<file path="src/rtl/fetch_pkg.sv">
// Shared types and helpers for the instruction fetch stage.
//   INSTR_BYTES   : size of one instruction word in bytes
//   fetch_entry_t : prefetch buffer entry, an instruction word tagged with its PC
//   wrap_pc       : next sequential PC, wrapped into the instruction space
//   align_pc      : word-aligns an address and folds it into the instruction space
package fetch_pkg;

  localparam int unsigned INSTR_BYTES = 4;

  typedef struct packed {
    logic [31:0] pc;
    logic [31:0] data;
  } fetch_entry_t;

  function automatic logic [31:0] wrap_pc(input logic [31:0] addr, input logic [31:0] mem_bytes);
    return (addr + INSTR_BYTES) % mem_bytes;
  endfunction

  function automatic logic [31:0] align_pc(input logic [31:0] addr, input logic [31:0] mem_bytes);
    return {addr[31:2], 2'b00} % mem_bytes;
  endfunction

endpackage

</file>
<file path="src/rtl/fetch_if.sv">
// Bundle of the fetch stage's bus signals.
//   memory side : memory_address1 (out of fetch), memory_data1 (into fetch)
//   execute side: redirect_valid, redirect_pc (into fetch)
//   decode side : instr_valid, instr_data, instr_pc, fetch_fault (out of fetch),
//                 instr_ready (into fetch)
// modport master is the fetch stage, modport slave is the surrounding system.
interface fetch_if;

  logic [31:0] memory_address1;
  logic [31:0] memory_data1;
  logic        redirect_valid;
  logic [31:0] redirect_pc;
  logic        instr_valid;
  logic [31:0] instr_data;
  logic [31:0] instr_pc;
  logic        instr_ready;
  logic        fetch_fault;

  modport master (
    output memory_address1, instr_valid, instr_data, instr_pc, fetch_fault,
    input  memory_data1, redirect_valid, redirect_pc, instr_ready
  );

  modport slave (
    input  memory_address1, instr_valid, instr_data, instr_pc, fetch_fault,
    output memory_data1, redirect_valid, redirect_pc, instr_ready
  );

endinterface

</file>
<file path="src/rtl/fetch_fifo.sv">
// Show-ahead prefetch FIFO of fetch_entry_t.
//   clk, rst_n : clock, asynchronous active-low reset
//   push       : write push_entry at the tail (ignored when full unless popping)
//   pop        : retire the head entry (ignored when empty)
//   flush      : empty the FIFO; overrides push and pop
//   count      : number of valid entries (0..DEPTH)
//   head       : entry at the head, zero while empty
module fetch_fifo
  import fetch_pkg::*;
#(
  parameter int DEPTH = 4,
  localparam int PW = $clog2(DEPTH),
  localparam int CW = PW + 1
) (
  input  logic          clk,
  input  logic          rst_n,
  input  logic          push,
  input  fetch_entry_t  push_entry,
  input  logic          pop,
  input  logic          flush,
  output logic [CW-1:0] count,
  output fetch_entry_t  head
);

  fetch_entry_t  mem_reg [DEPTH];
  logic [PW-1:0] wr_ptr_reg, wr_ptr_next;
  logic [PW-1:0] rd_ptr_reg, rd_ptr_next;
  logic [CW-1:0] count_reg, count_next;
  logic          do_push, do_pop;

  assign do_pop  = pop && (count_reg != '0);
  // A full FIFO still takes a push when the head leaves in the same cycle.
  assign do_push = push && !flush && ((count_reg != CW'(DEPTH)) || do_pop);

  always_comb begin
    wr_ptr_next = wr_ptr_reg;
    rd_ptr_next = rd_ptr_reg;
    count_next  = count_reg;
    if (flush) begin
      wr_ptr_next = '0;
      rd_ptr_next = '0;
      count_next  = '0;
    end else begin
      if (do_push) wr_ptr_next = wr_ptr_reg + PW'(1);
      if (do_pop)  rd_ptr_next = rd_ptr_reg + PW'(1);
      count_next = count_reg + CW'(do_push) - CW'(do_pop);
    end
  end

  always_ff @(posedge clk or negedge rst_n) begin
    if (!rst_n) begin
      wr_ptr_reg <= '0;
      rd_ptr_reg <= '0;
      count_reg  <= '0;
    end else begin
      wr_ptr_reg <= wr_ptr_next;
      rd_ptr_reg <= rd_ptr_next;
      count_reg  <= count_next;
    end
  end

  // Storage needs no reset: the head is masked to zero while empty.
  always_ff @(posedge clk) begin
    if (do_push) mem_reg[wr_ptr_reg] <= push_entry;
  end

  assign count = count_reg;
  assign head  = (count_reg != '0) ? mem_reg[rd_ptr_reg] : '0;

endmodule

</file>
<file path="src/rtl/instruction_fetch.sv">
// Instruction fetch stage: holds the PC, issues word addresses on memory
// port 1, tags each returned word with its PC, buffers it in a prefetch FIFO
// and hands instructions to decode over valid/ready. Execute can redirect
// the PC; a misaligned target raises a sticky fault that blocks fetching
// until the next aligned redirect.
//   clk   : clock, all state on the rising edge
//   reset : asynchronous active-low reset
//   bus   : fetch_if.master (memory port 1, redirect, decode handshake, fault)
module instruction_fetch
  import fetch_pkg::*;
#(
  parameter logic [31:0] RESET_PC   = 32'h0000_0000,
  parameter int          MEM_BYTES  = 64,
  parameter int          FIFO_DEPTH = 4
) (
  input  logic     clk,
  input  logic     reset,
  fetch_if.master  bus
);

  localparam int          CW       = $clog2(FIFO_DEPTH) + 1;
  localparam logic [31:0] MEM_SIZE = 32'(MEM_BYTES);

  logic [31:0]   pc_reg, pc_next;
  logic          inflight_reg, inflight_next;
  logic [31:0]   inflight_pc_reg, inflight_pc_next;
  logic          inflight_epoch_reg, inflight_epoch_next;
  logic          epoch_reg, epoch_next;
  logic          fault_reg, fault_next;

  logic [CW-1:0] fifo_count;
  fetch_entry_t  head_entry;
  fetch_entry_t  push_entry;
  logic          pop, push, issue;
  logic [CW:0]   occupancy;

  assign pop = bus.instr_valid && bus.instr_ready;

  // A response is kept only if it belongs to the current epoch and no flush
  // is happening in the same cycle.
  assign push       = inflight_reg && (inflight_epoch_reg == epoch_reg) && !bus.redirect_valid;
  assign push_entry = '{pc: inflight_pc_reg, data: bus.memory_data1};

  // Reserve a slot for the response already in flight so the FIFO can never
  // overflow, while still allowing one issue per cycle when decode drains.
  assign occupancy = (CW+1)'(fifo_count) + (CW+1)'(inflight_reg) - (CW+1)'(pop);
  assign issue     = !fault_reg && !bus.redirect_valid && (occupancy < (CW+1)'(FIFO_DEPTH));

  always_comb begin
    pc_next             = pc_reg;
    inflight_next       = issue;
    inflight_pc_next    = pc_reg;
    inflight_epoch_next = epoch_reg;
    epoch_next          = epoch_reg;
    fault_next          = fault_reg;
    if (bus.redirect_valid) begin
      epoch_next = ~epoch_reg;
      pc_next    = align_pc(bus.redirect_pc, MEM_SIZE);
      fault_next = (bus.redirect_pc[1:0] != 2'b00);
    end else if (issue) begin
      pc_next = wrap_pc(pc_reg, MEM_SIZE);
    end
  end

  always_ff @(posedge clk or negedge reset) begin
    if (!reset) begin
      pc_reg             <= RESET_PC;
      inflight_reg       <= 1'b0;
      inflight_pc_reg    <= '0;
      inflight_epoch_reg <= 1'b0;
      epoch_reg          <= 1'b0;
      fault_reg          <= 1'b0;
    end else begin
      pc_reg             <= pc_next;
      inflight_reg       <= inflight_next;
      inflight_pc_reg    <= inflight_pc_next;
      inflight_epoch_reg <= inflight_epoch_next;
      epoch_reg          <= epoch_next;
      fault_reg          <= fault_next;
    end
  end

  fetch_fifo #(.DEPTH(FIFO_DEPTH)) u_fifo (
    .clk        (clk),
    .rst_n      (reset),
    .push       (push),
    .push_entry (push_entry),
    .pop        (pop),
    .flush      (bus.redirect_valid),
    .count      (fifo_count),
    .head       (head_entry)
  );

  assign bus.memory_address1 = pc_reg;
  assign bus.instr_valid     = (fifo_count != '0);
  assign bus.instr_data      = head_entry.data;
  assign bus.instr_pc        = head_entry.pc;
  assign bus.fetch_fault     = fault_reg;

endmodule

</file>
<file path="src/flat_wrapper.sv">
// flat-port wrapper written by rule: the top's interface ports become plain ports
module instruction_fetch_flat import fetch_pkg::*;
#(
  parameter logic [31:0] RESET_PC   = 32'h0000_0000,
  parameter int          MEM_BYTES  = 64,
  parameter int          FIFO_DEPTH = 4
)
  (clk, reset, bus_memory_address1, bus_instr_valid, bus_instr_data, bus_instr_pc, bus_fetch_fault, bus_memory_data1, bus_redirect_valid, bus_redirect_pc, bus_instr_ready);
  fetch_if bus_i ();
  input  logic clk;
  input  logic reset;
  output wire logic [$bits(bus_i.memory_address1)-1:0] bus_memory_address1;
  output wire logic [$bits(bus_i.instr_valid)-1:0] bus_instr_valid;
  output wire logic [$bits(bus_i.instr_data)-1:0] bus_instr_data;
  output wire logic [$bits(bus_i.instr_pc)-1:0] bus_instr_pc;
  output wire logic [$bits(bus_i.fetch_fault)-1:0] bus_fetch_fault;
  input wire logic [$bits(bus_i.memory_data1)-1:0] bus_memory_data1;
  input wire logic [$bits(bus_i.redirect_valid)-1:0] bus_redirect_valid;
  input wire logic [$bits(bus_i.redirect_pc)-1:0] bus_redirect_pc;
  input wire logic [$bits(bus_i.instr_ready)-1:0] bus_instr_ready;
  assign bus_memory_address1 = bus_i.memory_address1;
  assign bus_instr_valid = bus_i.instr_valid;
  assign bus_instr_data = bus_i.instr_data;
  assign bus_instr_pc = bus_i.instr_pc;
  assign bus_fetch_fault = bus_i.fetch_fault;
  assign bus_i.memory_data1 = bus_memory_data1;
  assign bus_i.redirect_valid = bus_redirect_valid;
  assign bus_i.redirect_pc = bus_redirect_pc;
  assign bus_i.instr_ready = bus_instr_ready;
  instruction_fetch #(.RESET_PC(RESET_PC), .MEM_BYTES(MEM_BYTES), .FIFO_DEPTH(FIFO_DEPTH)) u_core (.clk(clk), .reset(reset), .bus(bus_i));
endmodule
</file>
<file path="config.mk">
export PLATFORM = sky130hd
export DESIGN_NAME = instruction_fetch_flat
export DESIGN_NICKNAME = d
export VERILOG_FILES = /design/src/rtl/fetch_pkg.sv /design/src/rtl/fetch_if.sv /design/src/rtl/fetch_fifo.sv /design/src/rtl/instruction_fetch.sv /design/src/flat_wrapper.sv
export SDC_FILE = /design/constraint.sdc
export NUM_CORES = 1
export LEC_CHECK = 0
export CORE_ASPECT_RATIO = 1.4
export CORE_UTILIZATION = 40
export CTS_CLUSTER_SIZE = 10
export DETAILED_ROUTE_END_ITERATION = 6
export SYNTH_ARGS = -nofsm -noshare
export SYNTH_HDL_FRONTEND = slang
export SYNTH_HIERARCHICAL = 1
export SYNTH_SLANG_ARGS = --single-unit
</file>
<file path="constraint.sdc">
create_clock -name clk -period 4.3 [get_ports clk]
set_input_delay 0.86 -clock clk [delete_from_list [all_inputs] [get_ports clk]]
set_output_delay 0.86 -clock clk [all_outputs]
set_load 0.02 [all_outputs]
</file>
=== Word level (Yosys, flattened, before mapping) ===
Memories as Yosys holds them, arrays and structs flattened.
Cells that the tools add are included.

* Add/sub/neg operators: 7
* Multipliers: 0
* Div/mod/pow operators: 0
* Magnitude comparators: 1
* Equality and inequality tests: 2
* Shift-type cells: 0
* Mux-type cells: 10
* Bitwise operators: 1
* Reductions and logical operators: 16

{| class="wikitable"
|+ Operators with widths
! operator !! number
|-
| $mux 32 || 2
|-
| $mux 64 || 1
|-
| $logic_and 1x1->1 || 8
|-
| $mux 2 || 4
|-
| $reduce_bool 2->1 || 4
|-
| $add 6x3->6 const B || 1
|-
| $add 2x1->2 const B || 2
|-
| $add 3x1->4 || 1
|-
| $lt 4x3->1 const B || 1
|-
| $sub 4x1->4 || 1
|-
| $add 3x1->3 || 1
|-
| $mux 3 || 1
|-
| $ne 3x3->1 const B || 1
|-
| $reduce_bool 3->1 || 1
|-
| $sub 3x1->3 || 1
|-
| $logic_not 1->1 || 2
|-
| $mux 1 || 2
|-
| $eq 1x1->1 || 1
|-
| $logic_or 1x1->1 || 1
|-
| $not 1->1 || 1
|}

* Register bits after elaboration: 75
* Latch bits: 0
* Bits in writable memories: 256
* ROM bits: 0
* Input port bits: 68
* Output and inout bits: 98
* Memories kept: 1

{| class="wikitable"
|+ Memory list
! name !! words !! width !! rd ports !! clocked after Yosys merged registers in !! write ports !! line !! RTL
|-
| u_core.u_fifo.mem_reg || 4 || 64 || 1 || 0 || 1 || fetch_fifo.sv:25 || <nowiki>fetch_entry_t mem_reg [DEPTH];</nowiki>
|}

=== Logic depth before layout (Yosys ltp) ===
* Word-level depth: 8
* Depth in mapped cells: 14
* Gate-level depth less buffers: 14

=== Hierarchy ===
Netlist, hierarchy kept.

{| class="wikitable"
|+ By module, submodules not included
! module !! times used !! cells an instance !! area each (um^2)
|-
| fetch_fifo || 1 || 453 || 10126.0
|-
| instruction_fetch || 1 || 96 || 908.4
|}

=== Worst setup path after synthesis ===
Ideal clock, no wire load.

* Path type: input to register
* Start: in bus_redirect_valid
* End: mem u_core/u_fifo/mem_reg[0][0] (netlist bit) (enable)
* Arrival: 3172 ps
* Required time: 3871 ps
* Slack: 700 ps
* Cell stages on the path: 5
* Buffers on the path: 1
* Cell sequence: buf_2 inv_1 and3_1 nor3b_1 and2_1

* Longest elaborated chain between the ends: 6

{| class="wikitable"
|+ Ends and longest elaborated chain
! item !! line !! RTL
|-
| start: declaration || flat_wrapper.sv:18 || <nowiki>input wire logic [$bits(bus_i.redirect_valid)-1:0] bus_redirect_valid;</nowiki>
|-
| $logic_not 1->1 || instruction_fetch.sv:41 || <nowiki>assign push = inflight_reg && (inflight_epoch_reg == epoch_reg) && !bus.redirect_valid;</nowiki>
|-
| $logic_and 1x1->1 || instruction_fetch.sv:41 ||
|-
| named net u_core.push || instruction_fetch.sv:34 || <nowiki>logic pop, push, issue;</nowiki>
|-
| $logic_and 1x1->1 (2 in a row) || fetch_fifo.sv:33 || <nowiki>assign do_push = push && !flush && ((count_reg != CW'(DEPTH)) || do_pop);</nowiki>
|-
| $mux 1 || fetch_fifo.sv:64 || <nowiki>if (do_push) mem_reg[wr_ptr_reg] <= push_entry;</nowiki>
|-
| $mux 1 (implied by the code) || fetch_fifo.sv:64 ||
|-
| end: declaration || fetch_fifo.sv:25 ||
|}

The timed path passes the listed nets, and every way through them passes these cells.

=== Final worst setup path ===
* Start: reg u_core.u_fifo.rd_ptr_reg[0]
* End: out bus_instr_pc[0]

* Longest elaborated chain between the ends: 2

{| class="wikitable"
|+ Ends and longest elaborated chain
! item !! line !! RTL
|-
| start: declaration || fetch_fifo.sv:27 || <nowiki>logic [PW-1:0] rd_ptr_reg, rd_ptr_next;</nowiki>
|-
| start signal: assignment || fetch_fifo.sv:57 || <nowiki>rd_ptr_reg <= rd_ptr_next;</nowiki>
|-
| $mem_v2 4x64 || -- ||
|-
| $mux 64 || fetch_fifo.sv:68 || <nowiki>assign head = (count_reg != '0) ? mem_reg[rd_ptr_reg] : '0;</nowiki>
|-
| end: declaration || flat_wrapper.sv:15 || <nowiki>output wire logic [$bits(bus_i.instr_pc)-1:0] bus_instr_pc;</nowiki>
|}

No other way between the ends.

==> results.yml <==
grt:
  track_usage: 0.1463
  antenna_found_initial: 1
  grt_overflow: 0
  grt_pass1_vias: 5867
  grt_max_degree: 67
  grt_pass1_wl_um: 30970
placement:
  dp_hpwl_um: 11790
  place_congestion: 0.7645
  port_buffers: 111
  place_inst: 1124
clock_network:
  cts_made_buffers: 31
  cts_root_buffer: "clkbuf_16"
  htree_levels: 1
  cts.sinks: 275
  clk_path_buf_depth: 3
  cts_setup_buffers: 0
  cts.clk_slew.worst_paths_ns: 0.06
  hold_buffers: 0
  cts_tree: "yes"
  clk_latency_ns: 0.54
  cts_resized: 0
finish:
  layout-area-overhead-vs-synth_pct: 25.22
  num-nets-final: 871
  num-fill-cells: 2265
  antennaDiodeCount: 0
  drive_gt1_frac: 0.1458
  multi_input_area_um2: 2998
  seqCellArea_um2: 8170
  final_cells: 1181
  largest_reg_flops: 256
timing:
  setup_tns_ns: 0
  fin_crit_ns: 3.768
  rsz0062_at_grt: "false"
  clock_skew_ns: 0.007850
  tightest_slew_ns: 0.9978
  max_clock_freq_mhz: 265.4
  min_period_over_period: 0.8763
  slew_headroom: 0.3348
  finalHoldViolCount: 0
  maxSlewViolCount: 0
  setup_viol: 0
setup_path:
  arrival_ns: 2.91
  crit_fanout: 26
  rrSetupSlack_ns: 1.12
  crit_type: "flop to output port"
  required_ns: 3.44
  critPathCaptureType: "output port"
  crit_path_start_kind: "flop"
floorplanning:
  coreArea_um2: 27010
  die_h_um: 198.5
  pin_count: 166
  die_x_um: 142.4
  die-area_um2: 28260
  rows: 71
  start_util: 0.4086
power:
  power.density_nw_per_um2: 401.9
  ir_drop_v: 0.0002860
  power_leakage_nw: 4.654
routing:
  via_count: 5440
  routed_wl_um: 20110
  drt_iter0_markers: 205
  viasPerCell: 4.606
  dr.pass1.iters: 4
  wl_per_cell_um: 17.03
  post-route-drc-count: 0
  drtAntennaViolNets: 0
synthesis:
  syn_inst: 549
  synth.distinct_cells: 42
  ys_ff_latch: 275
  synthTopCellsByCount: "256 x edfxtp_1, 68 x nor2b_1, 64 x mux4_2"
  synth_edf_count: 256
  synthArstFlopShare: 0.06909
  syn_area_per_cell_um2: 20.10
  synth_warnings: 6
  synth_top_cell_area_share: 0.6967
  yosysSeqAreaShare: 0.7398
  yosysTopAreaCell: "edfxtp_1"
  synthTopCellsByArea: "edfxtp_1 70%, mux4_2 13%, dfrtp_1 4.3%"
  ys.flop_type: "edfxtp_1"
  netlist_area_um2: 11030
  synth_most_common_cell: "edfxtp_1"
run:
  drv_cap: 0
min_path:
  min_path_type: "flop to flop"
status:
  status: "finished clean"
-- power breakdown --
part           switching (mW)  internal (mW)  total, mW
logic                   0.145          0.114      0.259
clock network           0.948           1.34       2.29
registers              0.0302           2.97       3.00
total                    1.12           4.43       5.55
-- worst max-delay path: stages, from the launching register on --
cell	delay, ns
dfrtp_4	0.78
buf_4	0.34
mux4_2	0.52
nor2b_1	0.15
clkdlybuf4s50_1	0.55
-- final cells by class --
| cell class | count | area share |
|---|---|---|
| clock buffers | 56 | 0.06294 |
| clock inverters | 1 | 0.0004528 |
| inverters | 16 | 0.004347 |
| multi-input cells | 346 | 0.2170 |
| flip-flops and latches | 275 | 0.5913 |
| well taps | 365 | 0.03305 |
| repair buffers | 122 | 0.09092 |
-- stage by stage --
step / power [mW] / util / worst slack, ns / cell area (um2) / hold slack, ns
final: 5.553 / 0.5116 / 0.5320 / 13820 / 0.4526
after global routing: 5.735 / 0.5116 / 0.3300 / 13820 / 0.4641
after CTS: 5.614 / 0.5116 / 0.4081 / 13820 / 0.4479
after detailed placement: 3.312 / 0.4792 / 0.5777 / 12940 / 0.4356
after global placement: 3.303 / 0.4792 / 0.6652 / 12940 / 0.4248
after floorplan: 3.200 / - / 0.6996 / 11560 / 0.4097
-- logic make-up after synthesis --
kind of cell / after synthesis / synth area share
muxes: 66 / 0.1326
xor gates and xnor gates: 4 / 0.003176
adders and majority gates: 11 / 0.01315
other: 1 / 0.0003398
AOI/OAI and AO/OA: 19 / 0.01508
DFF: 275 / 0.7398
and+or+nand+nor: 106 / 0.05874
buffers and inverters: 67 / 0.03719
-- final timing paths --
path | startpoint | to | cells past startpoint
max in group asynchronous | reset | u_core/u_fifo/rd_ptr_reg[1]$_DFFE_PN0P_ | 1
hold reg to reg | u_core/epoch_reg$_DFFE_PN0P_ | u_core/inflight_epoch_reg$_DFF_PN0_ | 0
setup reg to reg | u_core/u_fifo/count[1]$_DFF_PN0_ | u_core/u_fifo/count[2]$_DFF_PN0_ | 14
setup / recovery | u_core/u_fifo/rd_ptr_reg[0]$_DFFE_PN0P_ | bus_instr_pc[0] | 4
min in group asynchronous | reset | u_core/u_fifo/count[2]$_DFF_PN0_ | 1
hold / removal | u_core/epoch_reg$_DFFE_PN0P_ | u_core/inflight_epoch_reg$_DFF_PN0_ | 0
-- cells in the final DEF, fill, tap and decap left out, types with 7 or more instances in the layout --
cell type and instances:
mux4_2 64, clkbuf_1 25, clkdlybuf4s50_1 111, nor2_1 8, inv_1 16, dfrtp_1 17, nand3_1 7, edfxtp_1 256
conb_1 140, ha_1 10, nor2b_1 68, clkbuf_16 31
-- layer usage --
layer  global-route usage  routed length (um)  vias to the layer above
li1                     -                   -                     2473
met1               0.1661                7732                     2779
met2               0.2687               10870                      148
met3              0.02552                 960                       38
met4              0.06173                 534                        2
met5                    0                  13                        -
Power figures use the tool's default switching activity.
